`config.mk`:
```
export PLATFORM = sky130hd
export DESIGN_NAME = i2s_format_ctrl
export DESIGN_NICKNAME = d
export VERILOG_FILES = /design/src/rtl/i2s_format_ctrl.sv
export SDC_FILE = /design/constraint.sdc
export NUM_CORES = 1
export LEC_CHECK = 0
export ABC_CLOCK_PERIOD_IN_PS = 6050
export CAP_MARGIN = 20
export CORE_MARGIN = 8
export CORE_UTILIZATION = 43
export DETAILED_ROUTE_END_ITERATION = 12
export PLACE_DENSITY_LB_ADDON = 0.08
export REMOVE_ABC_BUFFERS = 1
export SETUP_SLACK_MARGIN = 0.02
export SLEW_MARGIN = 20
export SYNTH_ARGS = -nofsm -noshare
export SYNTH_HDL_FRONTEND = slang
export SYNTH_SLANG_ARGS = --single-unit
```
`constraint.sdc`:
```
create_clock -name bck -period 6.05 [get_ports bck]
set_input_delay 1.5125 -clock bck [delete_from_list [all_inputs] [get_ports bck]]
set_output_delay 1.5125 -clock bck [all_outputs]
set_load 0.05 [all_outputs]
```
`src/rtl/i2s_format_ctrl.sv`:
```
// I2S format detector: measures lrck half-frames in bck cycles, locks onto
// 32/64/128fs and drives mode/locked/mute/resync for the downstream converter.
//
// Ports:
//   bck    - bit clock, the only clock
//   rst    - asynchronous active-high reset
//   lrck   - frame sync (high = channel A)
//   mode   - 00 32fs, 01 64fs, 10 128fs, 11 none
//   locked - format locked
//   mute   - force converter data to zero
//   resync - one-cycle pulse realigning the converter
module i2s_format_ctrl #(
  parameter int unsigned LOCK_FRAMES = 4,
  parameter int unsigned UNLOCK_ERRS = 2
) (
  input  logic       bck,
  input  logic       rst,
  input  logic       lrck,
  output logic [1:0] mode,
  output logic       locked,
  output logic       mute,
  output logic       resync
);

  typedef enum logic [1:0] {
    SEARCH,
    VERIFY,
    ALIGN,
    LOCKED
  } state_e;

  localparam logic [3:0] LOCK_N   = 4'(LOCK_FRAMES);
  localparam logic [3:0] UNLOCK_N = 4'(UNLOCK_ERRS);

  state_e     state_q, state_d;
  logic       lrck_q;
  logic [7:0] cnt_q, cnt_d;
  logic       first_q, first_d;
  logic [1:0] cand_q, cand_d;
  logic [3:0] match_q, match_d;
  logic [3:0] err_q, err_d;
  logic [1:0] mode_q, mode_d;
  logic       locked_q, locked_d;
  logic       mute_q, mute_d;
  logic       resync_q, resync_d;

  logic       lr_edge;
  logic       lr_rise;
  logic       timeout;
  logic       classed;
  logic       cls_ok;
  logic [1:0] cls;

  assign lr_edge = lrck ^ lrck_q;
  assign lr_rise = lrck & ~lrck_q;
  assign timeout = (cnt_q == 8'hFF);
  assign classed = lr_edge & ~first_q;

  // Half-frame length is cnt_q + 1 at the edge.
  always_comb begin
    cls_ok = 1'b1;
    cls    = 2'b11;
    unique case (1'b1)
      (cnt_q == 8'd15): cls = 2'b00;
      (cnt_q == 8'd31): cls = 2'b01;
      (cnt_q == 8'd63): cls = 2'b10;
      default:          cls_ok = 1'b0;
    endcase
  end

  always_comb begin
    if (lr_edge)
      cnt_d = 8'd0;
    else if (timeout)
      cnt_d = cnt_q;
    else
      cnt_d = cnt_q + 8'd1;
  end

  always_comb begin
    state_d = state_q;
    cand_d  = cand_q;
    match_d = match_q;
    err_d   = err_q;
    first_d = first_q & ~lr_edge;
    if (timeout) begin
      state_d = SEARCH;
      match_d = 4'd0;
      err_d   = 4'd0;
      // An edge coinciding with the timeout already starts
      // the fresh measurement.
      first_d = ~lr_edge;
    end else if (classed) begin
      unique case (state_q)
        SEARCH: begin
          if (cls_ok) begin
            cand_d  = cls;
            match_d = 4'd1;
            state_d = VERIFY;
          end
        end
        VERIFY: begin
          if (!cls_ok) begin
            state_d = SEARCH;
            match_d = 4'd0;
          end else if (cls == cand_q) begin
            if (match_q != 4'hF)
              match_d = match_q + 4'd1;
            if (match_d >= LOCK_N)
              state_d = ALIGN;
          end else begin
            cand_d  = cls;
            match_d = 4'd1;
          end
        end
        ALIGN: begin
          if (!cls_ok || cls != cand_q) begin
            state_d = SEARCH;
            match_d = 4'd0;
          end else if (lr_rise) begin
            state_d = LOCKED;
            match_d = 4'd0;
            err_d   = 4'd0;
          end
        end
        LOCKED: begin
          if (cls_ok && cls == cand_q) begin
            err_d = 4'd0;
          end else begin
            if (err_q != 4'hF)
              err_d = err_q + 4'd1;
            if (err_d >= UNLOCK_N) begin
              state_d = SEARCH;
              err_d   = 4'd0;
              match_d = 4'd0;
            end
          end
        end
        default: state_d = SEARCH;
      endcase
    end
  end

  always_comb begin
    locked_d = (state_d == LOCKED);
    mute_d   = ~locked_d;
    mode_d   = locked_d ? cand_d : 2'b11;
    resync_d = (state_q == ALIGN) && (state_d == LOCKED);
  end

  always_ff @(posedge bck or posedge rst) begin
    if (rst) begin
      state_q  <= SEARCH;
      lrck_q   <= 1'b0;
      cnt_q    <= 8'd0;
      first_q  <= 1'b1;
      cand_q   <= 2'b11;
      match_q  <= 4'd0;
      err_q    <= 4'd0;
      mode_q   <= 2'b11;
      locked_q <= 1'b0;
      mute_q   <= 1'b1;
      resync_q <= 1'b0;
    end else begin
      state_q  <= state_d;
      lrck_q   <= lrck;
      cnt_q    <= cnt_d;
      first_q  <= first_d;
      cand_q   <= cand_d;
      match_q  <= match_d;
      err_q    <= err_d;
      mode_q   <= mode_d;
      locked_q <= locked_d;
      mute_q   <= mute_d;
      resync_q <= resync_d;
    end
  end

  assign mode   = mode_q;
  assign locked = locked_q;
  assign mute   = mute_q;
  assign resync = resync_q;

endmodule

```
# After elaboration in Yosys (flattened, before gate mapping)
# Index checks and enable logic that the tools add are counted.
# word_totals
register_bits	27
latchBits	0
mem_bits_rw	0
romBits	0
input_bits	3
elab_cells	103
mem_count	0
# op_classes
n_addsub	3
n_mul	0
div_mod_pow	0
magnitude_cmp	2
n_eq_ne	19
shifts	0
n_mux	50
n_bitwise	8
reduce_logical	10
# op_table
op	n
two-way mux 4 bit	25
two-way mux 2 bit	16
two-way mux 8 bit	2
case mux 4 bit (4 select lines)	1
inequality test 3 bit, second input constant	5
inequality test 4 bit, second input constant	3
adder 4 x 1 -> 4 bit, second input constant	2
adder 8 x 1 -> 8 bit, second input constant	1
equality test 8 x 4 -> 1 bit, second input constant	1
equality test 8 x 5 -> 1 bit, second input constant	1
equality test 8 x 6 -> 1 bit, second input constant	1
equality test 8 bit, second input constant	1
case mux 2 bit (4 select lines)	1
case mux 4 bit (2 select lines)	1
equality test 2 bit, second input constant	3
case mux 2 bit (3 select lines)	1
AND reduction 5 bit	1
>= comparator 4 x 2 -> 1 bit, second input constant	1
>= comparator 4 x 3 -> 1 bit, second input constant	1
NOT 1 bit	4
case mux 2 bit (2 select lines)	1
AND reduction 4 bit	1
bitwise AND 1 bit	3
nonzero test 3 bit	1
12 further kinds	14

# Longest topological paths before layout
# logic_depth
depth_word	17
depth_mapped	8
mapped_depth_nobuf	8

# Least setup slack after synthesis
# No wires, ideal clock.
# synth_path
path_type	input to register
from	input port lrck
to	register mode_q[1], in the netlist mode[1]
setup_ns	0.088
arrival_ns	2.880
required_ns	5.962
setup_slack_ns	3.082
stages	7
cell_sequence	ha_1 nor2_1 nand4b_1 a22o_1 a31o_1 a21oi_2 o21ai_1
# synth_via
elab_chain_len	8
elab_cells_between_ends	12
# synth_lines
item	line_no	source
from (decl)	18	input logic lrck,
bitwise AND 1 bit	55	assign lr_rise = lrck & ~lrck_q;
two-way mux 2 bit	120	end else if (lr_rise) begin
two-way mux 2 bit	117	if (!cls_ok || cls != cand_q) begin
case mux 2 bit (4 select lines)	94	unique case (state_q)
two-way mux 2 bit (*)	93	end else if (classed) begin
two-way mux 2 bit (*)	86	if (timeout) begin
equality test 2 bit (*)	145	locked_d = (state_d == LOCKED);
net locked_d	43	logic locked_q, locked_d;
two-way mux 2 bit (*)	147	mode_d = locked_d ? cand_d : 2'b11;
net mode_d[1]	42	logic [1:0] mode_q, mode_d;
to (signal assigned)	172	mode_q <= mode_d;
to (decl)	42	
# Mark *: on every way through the listed nets, which the timed path passes. The rest lies on a longest branch.
# A chain may end at the register's enable or synchronous reset.

# Worst setup path in the final report
# Ends and elaborated chain as after synthesis.

==> flow_results.xml <==
<?xml version="1.0" encoding="UTF-8"?>
<metrics>
  <group name="route">
    <metric name="totalWireLength" unit="um">3140</metric>
    <metric name="num_vias" unit="">1260</metric>
    <metric name="postRouteAntennaNets" unit="">0</metric>
    <metric name="drt_iter0_markers" unit="">33</metric>
    <metric name="drt_pass_1_iters" unit="">4</metric>
    <metric name="drt-vias-per-instance" unit="">5.92</metric>
    <metric name="detail_route.drc_violations" unit="">0</metric>
    <metric name="routed_wire_length_per_instance" unit="um">14.7</metric>
  </group>
  <group name="outcome">
    <metric name="status" unit="">complete, no violations</metric>
  </group>
  <group name="clocking">
    <metric name="post_cts_resized" unit="">0</metric>
    <metric name="cts.htree.levels" unit="">1</metric>
    <metric name="path_clk_slew" unit="ps">140</metric>
    <metric name="holdBufCountCts" unit="">0</metric>
    <metric name="cts-root-to-sink-buffers" unit="">2</metric>
    <metric name="cts_tree" unit="">yes</metric>
    <metric name="clk_root_buffer_cell" unit="">sky130_fd_sc_hd__clkbuf_4</metric>
    <metric name="clkSinkCount" unit="">27</metric>
    <metric name="worst_skew_pair.late_latency" unit="ps">310</metric>
    <metric name="total_setup_buffers_inserted_after_cts" unit="">0</metric>
    <metric name="inserted_clock_buffers" unit="">3</metric>
  </group>
  <group name="sta">
    <metric name="final-setup-viol-count" unit="">0</metric>
    <metric name="skew" unit="ps">1.55</metric>
    <metric name="slew_of_the_pin_with_the_lowest_slew_margin" unit="ps">915</metric>
    <metric name="hold_violation_count_in_the_final_report" unit="">0</metric>
    <metric name="min_clock_period_post_route" unit="ps">3310</metric>
    <metric name="achievable-frequency" unit="MHz">302</metric>
    <metric name="rsz0062_at_grt" unit="">false</metric>
    <metric name="relSlewSlack" unit="">0.386</metric>
    <metric name="final_min_period_over_clock_period" unit="">0.548</metric>
    <metric name="hold_slack" unit="ps">519</metric>
    <metric name="final-max-slew-violation-count" unit="">0</metric>
    <metric name="setup_total_negative_slack" unit="ps">0</metric>
  </group>
  <group name="synth">
    <metric name="area_leader_netlist" unit="">sky130_fd_sc_hd__dfrtp_1</metric>
    <metric name="synthFlopType" unit="">sky130_fd_sc_hd__dfrtp_1</metric>
    <metric name="synth.yosys.seq_area_share" unit="">0.446</metric>
    <metric name="post_synth_num_cell_types" unit="">46</metric>
    <metric name="post_synth_most_frequent_cells" unit="">sky130_fd_sc_hd__dfrtp_1 (21), sky130_fd_sc_hd__nor2_1 (16), sky130_fd_sc_hd__a21oi_1 (11), sky130_fd_sc_hd__nand2_1 (11), sky130_fd_sc_hd__nand3_1 (9)</metric>
    <metric name="yosys-top-cells-area" unit="">sky130_fd_sc_hd__dfrtp_1 (34%), sky130_fd_sc_hd__dfstp_2 (10%), sky130_fd_sc_hd__nor2_1 (3.9%)</metric>
    <metric name="synth_top_family_by_area" unit="">simple AND/OR/NAND/NOR gates</metric>
    <metric name="synth_fa_ha_area_frac" unit="">0.0327</metric>
    <metric name="post_synth.cell_area_avg" unit="um2">9.39</metric>
    <metric name="post-synth-top-count-cell" unit="">sky130_fd_sc_hd__dfrtp_1</metric>
    <metric name="synthesis.area" unit="um2">1530</metric>
    <metric name="async_flop_share" unit="">1.00</metric>
    <metric name="post_synth_mux_area_share" unit="">0</metric>
    <metric name="synthSimpleGateAreaFrac" unit="">0.248</metric>
    <metric name="synth_compound_gate_area_share" unit="">0.213</metric>
    <metric name="post_synthesis_share_of_cell_area_spent_on_xor_and_xnor_gates" unit="">0.0172</metric>
    <metric name="synth_largest_type_area_fraction" unit="">0.343</metric>
    <metric name="number_of_standard_cells_after_synthesis" unit="">163</metric>
    <metric name="ys_warn_count" unit="">0</metric>
    <metric name="yosys_register_bits" unit="">27</metric>
    <metric name="synth-edff-count" unit="">0</metric>
  </group>
  <group name="worst_setup_path">
    <metric name="endpoint_kind" unit="">flip-flop</metric>
    <metric name="start_kind" unit="">input pin</metric>
    <metric name="critPathArrivalTime" unit="ps">3560</metric>
    <metric name="worstSetupPathType" unit="">in -&gt; reg</metric>
    <metric name="worst-r2r-setup-slack" unit="ps">3700</metric>
    <metric name="cp_max_fo" unit="">8</metric>
    <metric name="cp_data_required_time" unit="ps">6300</metric>
  </group>
  <group name="power_and_ir_drop">
    <metric name="peakVddDrop" unit="V">0.000106</metric>
    <metric name="cellLeakagePower" unit="nW">0.679</metric>
    <metric name="powerDensity" unit="nW/um2">237</metric>
  </group>
  <group name="die">
    <metric name="floorplan.die.height" unit="um">75.7</metric>
    <metric name="coreArea" unit="um2">3390</metric>
    <metric name="pin_count" unit="">8</metric>
    <metric name="die_area" unit="um2">5720</metric>
    <metric name="floorplan.initialDensity" unit="">0.451</metric>
    <metric name="placement_rows" unit="">21</metric>
    <metric name="die_x" unit="um">75.7</metric>
  </group>
  <group name="final_layout">
    <metric name="number_of_diodes" unit="">0</metric>
    <metric name="area_added_between_synthesis_and_finish" unit="%">7.77</metric>
    <metric name="drive_above_1_share" unit="">0.114</metric>
    <metric name="finalNetCount" unit="">175</metric>
  </group>
  <group name="place">
    <metric name="dpl.hpwl" unit="um">2390</metric>
    <metric name="io_buffers" unit="">7</metric>
    <metric name="placer_s_final_routability_congestion_estimate" unit="">0.851</metric>
  </group>
  <group name="grt">
    <metric name="global_route_wire_length_before_repair" unit="um">5370</metric>
    <metric name="globalRoute.totalOverflow" unit="">0</metric>
    <metric name="gr-usage-all-layers" unit="">0.121</metric>
    <metric name="vias_in_the_first_global_route" unit="">1181</metric>
    <metric name="grt_antenna_before_repair" unit="">0</metric>
    <metric name="largest_net_degree_at_the_start_of_global_routing" unit="">28</metric>
  </group>
  <group name="hold_path">
    <metric name="hold_path_class" unit="">reg -&gt; reg</metric>
  </group>
  <group name="job">
    <metric name="max_cap_viol_count" unit="">0</metric>
  </group>
</metrics>
critical path, cell delays in order:
cell and delay [ps]:
sky130_fd_sc_hd__clkdlybuf4s50_1 440, sky130_fd_sc_hd__ha_1 350, sky130_fd_sc_hd__nor2_1 410, sky130_fd_sc_hd__a21oi_1 140, sky130_fd_sc_hd__a22o_1 250, sky130_fd_sc_hd__a31o_1 210, sky130_fd_sc_hd__a21oi_2 160, sky130_fd_sc_hd__o21ai_1 90
stage by stage:
stage / cells / setup slack, ps / utilization / instance area (um2) / power (W)
after floorplan: 156 / 3080 / - / 1500 / 0.000292
after global placement: 209 / 2500 / 0.479 / 1620 / 0.000316
after detailed placement: 209 / 2410 / 0.479 / 1620 / 0.000318
after CTS: 213 / 2750 / 0.487 / 1650 / 0.000395
after global routing: 213 / 2580 / 0.487 / 1650 / 0.000415
final: 213 / 2740 / 0.487 / 1650 / 0.000391
power by group:
group	internal [W]	switching, W
clock network	0.0000257	0.0000508
registers	0.000196	0.0000240
logic	0.0000384	0.0000564
total	0.000260	0.000131
routing by layer:
| metal | global-route usage | vias up | part of all wire |
|---|---|---|---|
| met4 | 0.0512 | 0 | 0.018 |
| li1 | - | 606 | - |
| met5 | 0 | - | 0 |
| met3 | 0.0224 | 6 | 0.054 |
| met2 | 0.200 | 37 | 0.49 |
| met1 | 0.149 | 611 | 0.44 |
worst paths after layout:
check                          from          to  cells past startpoint
setup / recovery               lrck     mode[1]                      8
hold / removal              first_q     first_q                      2
setup reg to reg           cnt_q[4]  match_q[3]                      6
hold reg to reg             first_q     first_q                      2
max in group asynchronous       rst    cnt_q[4]                      2
min in group asynchronous       rst      locked                      2
area by class of cell:
cell class                 count  area [um2]
fill                         318        1740
multi-input combinational    121         782
sequential                    27         683
timing repair buffer           7        70.1
tap                           46        57.6
inverter                       8        30.0
clock buffer                   4        26.3
sequential cells by signal (all words and copies together), names as in the netlist, 2 cells and up:
name     flops
state_q      2
cnt_q        8
cand_q       2
err_q        4
match_q      4
mode         2
logic make-up (layout without fill, tap and decap cells):
logic type               Yosys count  count (layout)
AND/OR/NAND/NOR                   71              71
AO/OA/AOI/OAI                     43              43
flip-flops                        27              27
buffers and inverters             15              19
adder cells (fa/ha/maj)            4               4
XOR/XNOR                           3               3
placed cells by master, fill, tap and decap left out, types with 2 or more instances in the layout:
| cell type | count |
|---|---|
| sky130_fd_sc_hd__a21o_1 | 3 |
| sky130_fd_sc_hd__a21oi_1 | 11 |
| sky130_fd_sc_hd__a22o_1 | 3 |
| sky130_fd_sc_hd__a31oi_1 | 5 |
| sky130_fd_sc_hd__and2_1 | 5 |
| sky130_fd_sc_hd__and3_1 | 5 |
| sky130_fd_sc_hd__clkbuf_4 | 3 |
| sky130_fd_sc_hd__clkdlybuf4s50_1 | 7 |
| sky130_fd_sc_hd__dfrtp_1 | 21 |
| sky130_fd_sc_hd__dfstp_2 | 6 |
| sky130_fd_sc_hd__ha_1 | 4 |
| sky130_fd_sc_hd__inv_1 | 7 |
| sky130_fd_sc_hd__nand2_1 | 11 |
| sky130_fd_sc_hd__nand3_1 | 9 |
| sky130_fd_sc_hd__nand4_1 | 4 |
| sky130_fd_sc_hd__nand4b_1 | 2 |
| sky130_fd_sc_hd__nor2_1 | 16 |
| sky130_fd_sc_hd__nor3_1 | 8 |
| sky130_fd_sc_hd__o21ai_0 | 4 |
| sky130_fd_sc_hd__o21ai_1 | 2 |
| sky130_fd_sc_hd__or2_2 | 3 |
| sky130_fd_sc_hd__or4_1 | 2 |
| sky130_fd_sc_hd__xnor2_1 | 2 |
(Power assumes the default switching activity.)
